### src/rtl/split_arbiter_if.sv
// Bus-side signal bundle for split_arbiter.
// The master side drives requests and bus events; the slave side (the arbiter) returns grants.
interface split_arbiter_if;
  logic       req1;
  logic       req2;
  logic       split_req;
  logic       split_start;
  logic       txn_done;
  logic       grant1;
  logic       grant2;
  logic       split_grant;
  logic [1:0] split_owner;
  logic       busy;
  logic       timeout;

  modport master (
    output req1, req2, split_req, split_start, txn_done,
    input  grant1, grant2, split_grant, split_owner, busy, timeout
  );

  modport slave (
    input  req1, req2, split_req, split_start, txn_done,
    output grant1, grant2, split_grant, split_owner, busy, timeout
  );
endinterface

### src/rtl/split_arbiter.sv
// Two-initiator bus arbiter with one outstanding split transaction.
// Define SPLIT_ARBITER_TIMEOUT_EN to build the tenure watchdog.
module split_arbiter #(
  parameter int ROUND_ROBIN    = 1,
  parameter int TIMEOUT_CYCLES = 64
) (
  input  logic            clk,
  input  logic            rst,
  split_arbiter_if.slave  bus
);

  typedef enum logic [1:0] {IDLE, OWN1, OWN2, SPLIT_RET} state_t;

  state_t     state_reg, state_next;
  logic [1:0] split_owner_reg, split_owner_next;
  logic       last_served_reg, last_served_next;   // 0 = init1, 1 = init2
  logic       split_pending;
  logic       elig1, elig2;
  logic       expire;

  // Split is pending exactly when an owner is recorded.
  assign split_pending = (split_owner_reg != 2'd0);
  assign elig1 = bus.req1 && (split_owner_reg != 2'd1);
  assign elig2 = bus.req2 && (split_owner_reg != 2'd2);

`ifdef SPLIT_ARBITER_TIMEOUT_EN
  logic [7:0] wd_cnt_reg, wd_cnt_next;
  logic       timeout_reg, timeout_next;

  assign expire       = (state_reg != IDLE) && (wd_cnt_reg == 8'(TIMEOUT_CYCLES - 1));
  assign wd_cnt_next  = (state_reg == IDLE) ? 8'd0 : wd_cnt_reg + 8'd1;
  // A completing transfer or a split hand-off ends tenure normally, so no pulse.
  assign timeout_next = expire && !bus.txn_done &&
                        !(bus.split_start && (state_reg == OWN1 || state_reg == OWN2));

  always_ff @(posedge clk) begin
    if (rst) begin
      wd_cnt_reg  <= 8'd0;
      timeout_reg <= 1'b0;
    end else begin
      wd_cnt_reg  <= wd_cnt_next;
      timeout_reg <= timeout_next;
    end
  end

  assign bus.timeout = timeout_reg;
`else
  assign expire      = 1'b0;
  assign bus.timeout = 1'b0;
`endif

  always_ff @(posedge clk) begin
    if (rst) begin
      state_reg       <= IDLE;
      split_owner_reg <= 2'd0;
      last_served_reg <= 1'b1;
    end else begin
      state_reg       <= state_next;
      split_owner_reg <= split_owner_next;
      last_served_reg <= last_served_next;
    end
  end

  always_comb begin
    state_next       = state_reg;
    split_owner_next = split_owner_reg;
    last_served_next = last_served_reg;
    case (state_reg)
      IDLE: begin
        if (bus.split_req && split_pending) begin
          state_next = SPLIT_RET;
        end else if (elig1 && elig2) begin
          if ((ROUND_ROBIN != 0) && !last_served_reg) begin
            state_next       = OWN2;
            last_served_next = 1'b1;
          end else begin
            state_next       = OWN1;
            last_served_next = 1'b0;
          end
        end else if (elig1) begin
          state_next       = OWN1;
          last_served_next = 1'b0;
        end else if (elig2) begin
          state_next       = OWN2;
          last_served_next = 1'b1;
        end
      end
      OWN1, OWN2: begin
        if (bus.split_start) begin
          state_next       = IDLE;
          split_owner_next = (state_reg == OWN1) ? 2'd1 : 2'd2;
        end else if (bus.txn_done || expire) begin
          state_next = IDLE;
        end
      end
      SPLIT_RET: begin
        if (bus.txn_done || expire) begin
          state_next       = IDLE;
          split_owner_next = 2'd0;
        end
      end
      default: state_next = IDLE;
    endcase
  end

  assign bus.grant1      = (state_reg == OWN1);
  assign bus.grant2      = (state_reg == OWN2);
  assign bus.split_grant = (state_reg == SPLIT_RET);
  assign bus.split_owner = split_owner_reg;
  assign bus.busy        = (state_reg != IDLE);

endmodule

### src/flat_wrapper.sv
// flat-port wrapper written by rule: the top's interface ports become plain ports
module split_arbiter_flat 
#(
  parameter int ROUND_ROBIN    = 1,
  parameter int TIMEOUT_CYCLES = 64
)
  (clk, rst, bus_req1, bus_req2, bus_split_req, bus_split_start, bus_txn_done, bus_grant1, bus_grant2, bus_split_grant, bus_split_owner, bus_busy, bus_timeout);
  split_arbiter_if bus_i ();
  input  logic clk;
  input  logic rst;
  input wire logic [$bits(bus_i.req1)-1:0] bus_req1;
  input wire logic [$bits(bus_i.req2)-1:0] bus_req2;
  input wire logic [$bits(bus_i.split_req)-1:0] bus_split_req;
  input wire logic [$bits(bus_i.split_start)-1:0] bus_split_start;
  input wire logic [$bits(bus_i.txn_done)-1:0] bus_txn_done;
  output wire logic [$bits(bus_i.grant1)-1:0] bus_grant1;
  output wire logic [$bits(bus_i.grant2)-1:0] bus_grant2;
  output wire logic [$bits(bus_i.split_grant)-1:0] bus_split_grant;
  output wire logic [$bits(bus_i.split_owner)-1:0] bus_split_owner;
  output wire logic [$bits(bus_i.busy)-1:0] bus_busy;
  output wire logic [$bits(bus_i.timeout)-1:0] bus_timeout;
  assign bus_i.req1 = bus_req1;
  assign bus_i.req2 = bus_req2;
  assign bus_i.split_req = bus_split_req;
  assign bus_i.split_start = bus_split_start;
  assign bus_i.txn_done = bus_txn_done;
  assign bus_grant1 = bus_i.grant1;
  assign bus_grant2 = bus_i.grant2;
  assign bus_split_grant = bus_i.split_grant;
  assign bus_split_owner = bus_i.split_owner;
  assign bus_busy = bus_i.busy;
  assign bus_timeout = bus_i.timeout;
  split_arbiter #(.ROUND_ROBIN(ROUND_ROBIN), .TIMEOUT_CYCLES(TIMEOUT_CYCLES)) u_core (.clk(clk), .rst(rst), .bus(bus_i));
endmodule
### config.mk
export PLATFORM = sky130hd
export DESIGN_NAME = split_arbiter_flat
export DESIGN_NICKNAME = d
export VERILOG_FILES = /design/src/rtl/split_arbiter_if.sv /design/src/rtl/split_arbiter.sv /design/src/flat_wrapper.sv
export SDC_FILE = /design/constraint.sdc
export NUM_CORES = 1
export LEC_CHECK = 0
export BUFFER_PORTS_ARGS = -buffer_cell sky130_fd_sc_hd__buf_2
export CAP_MARGIN = 20
export CORE_AREA = 4 4 41 43
export CTS_BUF_LIST = sky130_fd_sc_hd__clkbuf_8
export DETAILED_ROUTE_END_ITERATION = 12
export DIE_AREA = 0 0 45 47
export PLACE_DENSITY = 0.65
export SLEW_MARGIN = 25
export SYNTH_ARGS = -nofsm -noshare
export SYNTH_HDL_FRONTEND = slang
export SYNTH_SLANG_ARGS = --single-unit
### constraint.sdc
create_clock -name clk -period 2.3 [get_ports clk]
set_input_delay 0.345 -clock clk [delete_from_list [all_inputs] [get_ports clk]]
set_output_delay 0.345 -clock clk [all_outputs]
set_load 0.01 [all_outputs]
Word level (Yosys, flattened, before mapping)
Index checks and enable logic that the tools add are counted.

cells by class
  mux-type cells = 16
  reductions and logical operators = 12
  equal/unequal tests = 8
  bitwise operators = 1

operators by type and width
  kind                                                                      number
  2-bit 2-to-1 mux                                                          10
  2-bit inequality test (second input constant)                             3
  2-bit case mux with 3 select lines                                        1
  3-bit AND reduction                                                       2
  2-bit nonzero test                                                        3
  5-bit by 1-bit inequality test with 1-bit output (second input constant)  1
  2-bit == test (second input constant)                                     2
  1-bit logical AND                                                         4
  1-bit 2-to-1 mux                                                          4
  2-bit case mux with 2 select lines                                        1
  3-bit nonzero test                                                        1
  2-bit by 1-bit == test with 1-bit output (second input constant)          1
  2-bit logical NOT                                                         1
  2-bit by 1-bit inequality test with 1-bit output (second input constant)  1
  2-bit OR reduction                                                        1
  1-bit NOT                                                                 1

storage, ports and cells
  word-level logic and storage cells = 40
  output and inout port bits = 7
  flip-flop bits (word level) = 5

Logic depth before layout (Yosys ltp)
Gate-level depths: netlist (run 1).

  depth after elaboration = 7
  depth in mapped cells = 6
  mapped depth without buffers = 6

Worst setup path after synthesis (run 1)
No wires, ideal clock.

  path kind = register -> register
  start point = register u_core.state_reg[0]
  end point = register u_core.state_reg[1]
  cell stages (with the launch flop) = 7
  setup slack = 0.886 ns
  buffers on the path = 0
  arrival time = 1.322 ns
  path through = dfxtp_1 > inv_1 > ha_1 > nor2b_1 > nor2_1 > o32a_1 > o32ai_1

between the ends
  cells in the longest elaborated chain, start to end = 3

RTL lines
  item                                                                       RTL line             source
  start: declaration                                                         split_arbiter.sv:14  state_t state_reg, state_next;
  start signal: assignment                                                   split_arbiter.sv:58  state_reg <= state_next;
  2-bit by 1-bit == test with 1-bit output or 2-bit == test (tied branches)  split_arbiter.sv:68  case (state_reg)
  2-bit OR reduction                                                         split_arbiter.sv:68
  2-bit case mux with 3 select lines                                         split_arbiter.sv:68

Parallel ways exist; a longest one is shown, timed or not.
A chain may end at the register's enable or synchronous reset.

Worst setup path in the final report (run 1)
  start point = register u_core.state_reg[1]
  end point = register u_core.state_reg[1]

between the ends
  cells in the longest elaborated chain, start to end = 3

RTL lines
  item                                                              RTL line
  2-bit by 1-bit == test with 1-bit output (tied with other cells)  split_arbiter.sv:68
  2-bit OR reduction or 2-bit 2-to-1 mux (tied branches)            -
  2-bit case mux with 3 select lines                                split_arbiter.sv:68

Parallel ways exist; a longest one is shown, timed or not.

==> flow_summary.yaml, run 1 <==
clocking:
  clk_latency_ns: 0.22
  cts_hold_buffers: 0
  cts_tree: "built"
  clkSinkCount: 5
  cts_max_path_buffers: 2
  post_cts_buffers: 0
  clkTransAtPathRegs_ns: 0.03
  postCtsResizedCells: 0
  htreeDepth: 1
  cts_inserted_buffers: 3
  clockRootBuffer: "clkbuf_8"
grt:
  grt_overflow: 0
  grt_antenna_before_repair: 0
  first_global_vias: 403
  grt.total_usage_pct: 10.76
  grt_first_pass_wirelength_um: 1669
  grt_start_max_net_pins: 12
placed_design:
  dp_hpwl_um: 759.4
  place_congestion: 0.8010
  dpl_worst_slack_ns: 0.7466
  port_buffers: 12
timing:
  period_share_pct: 67.15
  setup_slack_ns: 0.7555
  unrepaired_setup_endpoints_after_global_routing: "false"
  report.final.setup_viol: 0
  timing.final.max_slew_violations: 0
  finalClockSkew_ns: 0.003757
  endpoints_failing_hold: 0
  fin_crit_ns: 1.544
  fin_tns_setup_ns: 0
  max_freq_ghz: 0.6475
synth:
  synthArstFlopShare_pct: 0
  syn_inst: 54
  synth.ff_latch_count: 5
  synth_area_per_cell_sq_um: 8.225
  synth.lib_cells_used.distinct: 26
  synth_area_sq_um: 444.2
  syn_nets: 66
  yosys_warnings: 0
  edff_count_synth: 0
  synth_top_flop_cell: "dfxtp_1"
  seq_area_frac_synth_pct: 22.54
power:
  p_int_w: 0.0003734
  power_leakage_nw: 0.2381
  ir_worst_vdd_uv: 458.0
  power_density_nw_per_um2: 1151
  combPwrFrac_pct: 48.1
  seq_power_share_pct: 26.9
  power.switching_w: 0.0002533
  power.switching_fraction_pct: 40.42
  clockPowerShare_pct: 25.0
drt:
  first_pass_iters: 4
  detail-route-antenna-nets: 0
  num_vias: 407
  wirelength_um: 952
  drc: 0
  drtIter0Drc: 5
  viasPerCell: 4.963
  post_drt_wl_per_cell_um: 11.61
floorplan:
  die_area_sq_um: 2115
  fp.dieW_um: 45
  io-pin-count: 14
  row_count: 13
  die-height_um: 47
  fp.coreArea_sq_um: 1301
  start_util_pct: 34.13
status:
  status: "finished clean"
worst_setup_path:
  startpoint_type: "flip-flop"
  r2r_setup_slack_ns: 0.76
  cp.required_ns: 2.42
  critPathKind: "flip-flop to flip-flop"
  setup.worst_path.end_class: "flip-flop"
  cp.arrival_ns: 1.66
  worst-path-max-fanout: 4
final_layout:
  antennaDiodeCount: 0
  most-common-layout-cells: "buf_2 (12), inv_1 (6), nor2_1 (6)"
  fillers: 149
  layout.cells.most_common: "buf_2"
  final_core_utilization_pct: 41.83
  drive_gt1_share_pct: 26.87
  layout-area-overhead-vs-synth_pct: 22.54
  design.final.nets: 80
job:
  drv.max_cap_violation_count: 0
hold_path:
  min_path_type: "input port to flip-flop"
[worst paths after layout]
kind | start | endpoint | depth (start not counted)
worst max-delay path | u_core.state_reg[1] | u_core.state_reg[1] | 6
worst min-delay path | rst | u_core.bus.split_owner[0] | 2
worst max register to register | u_core.state_reg[1] | u_core.state_reg[1] | 6
worst min register to register | u_core.last_served_reg | u_core.last_served_reg | 2
[cells in the mapped netlist, drive strengths merged (3+ instances only)]
cell,number,share of area [%]
o32ai,3,5.9
buf,3,5.4
nand2,5,4.2
o21ai,3,3.4
ha,5,14
dfxtp,5,23
mux2i,3,6.8
a21oi,3,3.4
nor2,6,5.1
inv,5,4.2
[metrics by stage]
step | cells | hold slack, ns | instance area [sq um] | total power [W]
2_1_floorplan | 54 | 0.4141 | 444.2 | 0.0004035
3_3_place_gp | 78 | 0.4729 | 499.2 | 0.0004717
3_5_place_dp | 78 | 0.4818 | 499.2 | 0.0004736
4_1_cts | 82 | 0.3447 | 544.3 | 0.0006332
5_1_grt | 82 | 0.3696 | 544.3 | 0.0006899
6_report | 82 | 0.3566 | 544.3 | 0.0006266
[cell families (layout without fill, tap and decap cells)]
family	Yosys count	after routing	synth area share (%)
and+or+nand+nor	17	17	20.56
adders and majority gates	6	6	16.62
muxes	3	3	6.761
buffers and inverters	8	21	9.577
other	1	1	0.8443
DFF	5	5	22.54
AOI/OAI and AO/OA	14	14	23.10
[critical path: stages, from the launching register on]
cell,delay [ns]
dfxtp_1,0.38
inv_1,0.10
ha_1,0.29
nor2b_1,0.19
nor2_1,0.06
o32a_1,0.30
o32ai_1,0.12
[power groups by stage]
stage	Clock, W	Sequential [W]	Combinational [W]
global placement	0	0.000167	0.000305
detailed placement	0	0.000171	0.000303
finish	0.000157	0.000169	0.000302
CTS	0.000159	0.000169	0.000306
global route	0.000165	0.000174	0.000351
floorplan	0	0.000146	0.000257
[routing by layer]
metal | global-route usage (%) | wire, um | vias to the layer above
met5 | 0 | 0 | -
met4 | 3.509 | 0 | 0
met3 | 4.215 | 60 | 0
met2 | 16.95 | 416 | 10
met1 | 13.47 | 475 | 179
li1 | - | - | 218
[area by class of cell]
cell class	count	area, sq um	area share [%]
tap	15	18.77	3.448
clock buffer	3	41.29	7.586
multi-input combinational	41	301.5	55.40
sequential	5	100.1	18.39
clock inverter	1	3.754	0.6897
timing repair buffer	12	60.06	11.03
inverter	5	18.77	3.448
Power figures use the tool's default switching activity.
==> run 2: changes to the inputs <==
==> constraint.sdc (replaced) <==
create_clock -name clk -period 1.5 [get_ports clk]
set_input_delay 0.225 -clock clk [delete_from_list [all_inputs] [get_ports clk]]
set_output_delay 0.225 -clock clk [all_outputs]
set_load 0.01 [all_outputs]
==> run 2 against run 1 <==
  * Worst setup slack worse by 0.67 ns
  * Clock skew increased by 0.0051 ns
  * Clock power grew 57%
  * Core utilization rose by 3.8 points
  * Highest routed layer unchanged
  * First-iteration DRC count increased by 40%
  * Sequential share of layout area down 1.5 points
  * Hold slack got worse by 0.11 ns
  * Routed wire length up 8.9%
  * Critical endpoint unchanged
  * Clock-buffer cell count unchanged
==> flow_summary.yaml, run 2 (synthesis results as in run 1) <==
status:
  status: "finished clean"
worst_setup_path:
  critical_path.slowest_cell: "dfxtp_1"
  timing.critical_path.cells: "inv_1, ha_4, nor2b_4, nor2_1, o32a_1, o32ai_2"
  setup.worst_path.end_class: "flip-flop"
  critPathKind: "flip-flop to flip-flop"
  cp.required_ns: 1.63
  critPathMaxStageDelay_ns: 0.32
  worst-path-max-fanout: 3
  startpoint_type: "flip-flop"
  cp.arrival_ns: 1.54
timing:
  max_freq_ghz: 0.7078
  fin_crit_ns: 1.413
  timing.final.max_slew_violations: 0
  report.final.setup_viol: 0
  period_share_pct: 94.19
  finalClockSkew_ns: 0.008901
  endpoints_failing_hold: 0
  setup_slack_ns: 0.08714
grt:
  grt_start_max_net_pins: 10
  first_global_vias: 434
  grt_overflow: 0
  grt_busiest_layer: "met2"
  grt.total_usage_pct: 11.80
  grt_util_met2_pct: 18.93
  grt_first_pass_wirelength_um: 1800
  grt_antenna_before_repair: 0
  global_route.usage.met1_pct: 15.33
  met3_usage_pct: 3.448
floorplan:
  fp.coreArea_sq_um: 1301
  row_count: 13
  fp.dieW_um: 45
  die_area_sq_um: 2115
  io-pin-count: 14
  start_util_pct: 34.13
  die-height_um: 47
clocking:
  htreeDepth: 1
  clockRootBuffer: "clkbuf_8"
  cts_inserted_buffers: 3
  clk_latency_ns: 0.22
  cts_hold_buffers: 0
  clkSinkCount: 5
  cts_max_path_buffers: 2
  clkTransAtPathRegs_ns: 0.04
  cts_tree: "built"
  post_cts_buffers: 0
placed_design:
  place_congestion: 0.8579
  dpl_worst_slack_ns: 0.004729
  port_buffers: 12
  dp_hpwl_um: 828.1
job:
  drv.max_cap_violation_count: 0
power:
  p_int_w: 0.0006537
  combPwrFrac_pct: 55.3
  clockPowerShare_pct: 22.9
  power_leakage_nw: 0.2597
  power.switching_w: 0.0004271
  seq_power_share_pct: 21.9
  power.switching_fraction_pct: 39.52
  power_density_nw_per_um2: 1819
  ir_worst_vdd_uv: 882.6
drt:
  num_vias: 442
  drtIter0Drc: 7
  detail-route-antenna-nets: 0
  wirelength_um: 1037
  first_pass_iters: 4
  drc: 0
  viasPerCell: 5.200
  post_drt_wl_per_cell_um: 12.20
hold_path:
  min_path_type: "input port to flip-flop"
final_layout:
  most-common-layout-cells: "buf_2 (12), nor2_1 (6), inv_1 (5), nand2_1 (5), dfxtp_1 (5)"
  final_core_utilization_pct: 45.67
  design.final.nets: 83
  drive_gt1_share_pct: 35.71
  layout.cells.most_common: "buf_2"
  fillers: 137
  layout-area-overhead-vs-synth_pct: 33.80
  antennaDiodeCount: 0
-- run 2: cell count changes in the layout (fill, tap and decap cells not counted), sizes merged --
cell / before / now
buf: 12 / 15
-- run 2: path summary, 6_finish.rpt --
kind                               start                   endpoint  slack [ns]  cells past startpoint
setup / recovery     u_core.state_reg[1]        u_core.state_reg[1]        0.09                      6
hold / removal                       rst  u_core.bus.split_owner[0]        0.25                      2
setup reg to reg     u_core.state_reg[1]        u_core.state_reg[1]        0.09                      6
hold reg to reg   u_core.last_served_reg     u_core.last_served_reg        0.49                      2
-- run 2: through the flow --
stage               hold slack (ns)   TNS (ns)  total power, W  instances  area (sq um)
finish                       0.2475          0        0.001081         85         594.3
detailed placement           0.4538          0       0.0007717         81         521.8
floorplan                    0.2941          0       0.0006187         54         444.2
global placement             0.4550          0       0.0007685         81         521.8
CTS                          0.2282          0        0.001027         85         569.3
global route                 0.2559  -0.009821        0.001186         85         594.3
-- run 2: per-layer routing --
metal  routed length (um)  part of all wire, %
met5                    0                    0
met2                  483                   47
met3                   60                  5.8
met4                    0                    0
met1                  493                   48
-- run 2: power by group through the flow --
stage / Sequential, W / Combinational (W) / Clock, W
after floorplan: 0.000224 / 0.000395 / 0
after global placement: 0.000237 / 0.000532 / 0
after detailed placement: 0.000239 / 0.000533 / 0
after CTS: 0.000237 / 0.000541 / 0.000250
after global routing: 0.000248 / 0.000676 / 0.000263
final: 0.000236 / 0.000597 / 0.000247
-- run 2: area by class of cell --
| type | instances | area, sq um | share of cell area (%) |
|---|---|---|---|
| clock inverters | 1 | 3.754 | 0.6316 |
| well taps | 15 | 18.77 | 3.158 |
| multi-input cells | 41 | 329.1 | 55.37 |
| inverters | 5 | 18.77 | 3.158 |
| repair buffers | 15 | 82.58 | 13.89 |
| flip-flops and latches | 5 | 100.1 | 16.84 |
| clock buffers | 3 | 41.29 | 6.947 |
-- run 2: critical path: cells and delay by family (launching register included) --
family,cells,cell delay (ns)
AO/OA/AOI/OAI,2,0.44
adder cells (fa/ha/maj),1,0.28
buffers and inverters,1,0.09
flip-flops,1,0.32
AND/OR/NAND/NOR,2,0.19
-- run 2: what timing repair did --
action                     CTS  global route
setup endpoints to repair    1             3
resized for setup            1             4
cloned                       0             0
pin swaps                    0             0
==> run 3: changes to the inputs <==
--- a/config.mk
+++ b/config.mk
@@ -11,6 +11,7 @@
 export CTS_BUF_LIST = sky130_fd_sc_hd__clkbuf_8
 export DETAILED_ROUTE_END_ITERATION = 12
 export DIE_AREA = 0 0 45 47
+export MAX_ROUTING_LAYER = met4
 export PLACE_DENSITY = 0.65
 export SLEW_MARGIN = 25
 export SYNTH_ARGS = -nofsm -noshare
==> run 3 against run 2 <==
  * Fmax did not move
  * Clock-buffer cell count stayed put
  * Routed wire length is the same
  * Clock power barely moved
  * Global-route usage up 0.39 points
  * Sequential cell count is the same
  * Cell count unchanged
  * Clock skew barely moved
  * Non-clock buffer count stayed put
==> flow_summary.yaml, run 3 (synthesis results as in run 1) <==
worst_setup_path:
  r2r.worst_path.cells: 6
  critPathKind: "flip-flop to flip-flop"
  crit-reg2reg-launch: "u_core.state_reg[1]"
  timing.critical_path.cells: "inv_1, ha_4, nor2b_4, nor2_1, o32a_1, o32ai_2"
  r2r_end: "u_core.state_reg[1]"
  setup.worst_path.end_class: "flip-flop"
  r2r_setup_slack_ns: 0.09
  critPathMaxStageDelay_ns: 0.32
  critical_path.slowest_cell: "dfxtp_1"
  cp.arrival_ns: 1.54
  worst-path-max-fanout: 3
  cp.required_ns: 1.63
  kind_of_cell_with_the_highest_combined_delay_on_the_critical_path: "compound AO/OA/AOI/OAI gates"
  startpoint_type: "flip-flop"
  timing.critical_path.buf_inv: 1
grt:
  global_route.usage.met1_pct: 15.33
  grt_start_max_net_pins: 10
  first_global_vias: 433
  grt_busiest_layer: "met2"
  grt_overflow: 0
  grt.total_usage_pct: 12.18
  grt_antenna_before_repair: 0
  met3_usage_pct: 3.448
  grt_first_pass_wirelength_um: 1807
  grt_util_met2_pct: 18.93
timing:
  finalClockSkew_ns: 0.008899
  max_freq_ghz: 0.7078
  fin_crit_ns: 1.413
  endpoints_failing_hold: 0
  timing.final.max_slew_violations: 0
  period_share_pct: 94.19
  report.final.setup_viol: 0
  setup_slack_ns: 0.08714
floorplan:
  fp.coreArea_sq_um: 1301
  fp.dieW_um: 45
  row_count: 13
  io-pin-count: 14
  start_util_pct: 34.13
  die-height_um: 47
  die_area_sq_um: 2115
drt:
  viasPerCell: 5.200
  first_pass_iters: 4
  post_drt_wl_per_cell_um: 12.20
  drtIter0Drc: 7
  drc: 0
  num_vias: 442
  detail-route-antenna-nets: 0
  wirelength_um: 1037
clocking:
  clockRootBuffer: "clkbuf_8"
  clkSinkCount: 5
  cts_inserted_buffers: 3
  clk_latency_ns: 0.22
  cts_hold_buffers: 0
  clkTransAtPathRegs_ns: 0.04
  cts_tree: "built"
  htreeDepth: 1
  cts_max_path_buffers: 2
  post_cts_buffers: 0
final_layout:
  layout.cells.most_common: "buf_2"
  design.final.nets: 83
  most-common-layout-cells: "buf_2 (12), nor2_1 (6), inv_1 (5), nand2_1 (5), dfxtp_1 (5)"
  area_used_by_multi_input_combinational_logic_sq_um: 329.1
  fillers: 137
  layout-area-overhead-vs-synth_pct: 33.80
  final_core_utilization_pct: 45.67
  antennaDiodeCount: 0
  drive_gt1_share_pct: 35.71
  register_area_sq_um: 100.1
power:
  power_leakage_nw: 0.2597
  ir_worst_vdd_uv: 882.6
  power_density_nw_per_um2: 1819
job:
  drv.max_cap_violation_count: 0
hold_path:
  hp-start: "rst"
  min_path_cells: 2
  worstHoldEndpoint: "u_core.bus.split_owner[0]"
  min_path_type: "input port to flip-flop"
placed_design:
  dp_hpwl_um: 828.1
  place_congestion: 0.8717
  port_buffers: 12
  dpl_worst_slack_ns: 0.004729
status:
  status: "finished clean"
run 3: cell counts in the layout (fill, tap and decap cells not counted):
No cell type changed its count.
run 3: final cells by class:
class                           instances  area share [%]
Multi-Input combinational cell         41           55.37
Sequential cell                         5           16.84
Timing Repair Buffer                   15           13.89
Clock buffer                            3           6.947
Inverter                                5           3.158
Tap cell                               15           3.158
Clock inverter                          1          0.6316
run 3: timing repair:
| action | in CTS | in global routing |
|---|---|---|
| pin swaps | 0 | 0 |
| endpoints found under the setup margin | 1 | 3 |
| resized for setup | 1 | 4 |
| endpoints found under the hold margin | 0 | 0 |
run 3: worst max path at each step:
stage	start	end	slack (ns)	cells after the start
finish	u_core.state_reg[1]	u_core.state_reg[1]	0.09	6
global route	u_core.state_reg[1]	u_core.state_reg[1]	-0.01	6
CTS	u_core.state_reg[0]	u_core.state_reg[1]	0.03	6
detailed placement	u_core.state_reg[0]	u_core.state_reg[1]	0.005	6
global placement	u_core.state_reg[0]	u_core.state_reg[1]	0.02	6
floorplan	u_core.state_reg[0]	u_core.state_reg[1]	0.09	6
run 3: power breakdown:
part / internal, W / leakage [nW] / switching, W
Clock: 0.000176 / 0.0269 / 0.0000712
Combinational: 0.000297 / 0.192 / 0.000300
Sequential: 0.000180 / 0.0411 / 0.0000561
Total: 0.000654 / 0.260 / 0.000427
run 3: metrics by stage:
stage                       TNS, ns  std cells  hold WS [ns]  total power (W)  area (sq um)
after floorplan                   0         54        0.2941        0.0006187         444.2
after global placement            0         81        0.4550        0.0007685         521.8
after detailed placement          0         81        0.4538        0.0007717         521.8
after CTS                         0         85        0.2282         0.001027         569.3
after global routing      -0.009821         85        0.2559         0.001186         594.3
final                             0         85        0.2475         0.001081         594.3
run 3: per-layer routing:
layer,vias up,wire (um)
li1,222,-
met1,206,493
met2,14,482
met3,0,61
met4,0,0
met5,-,0
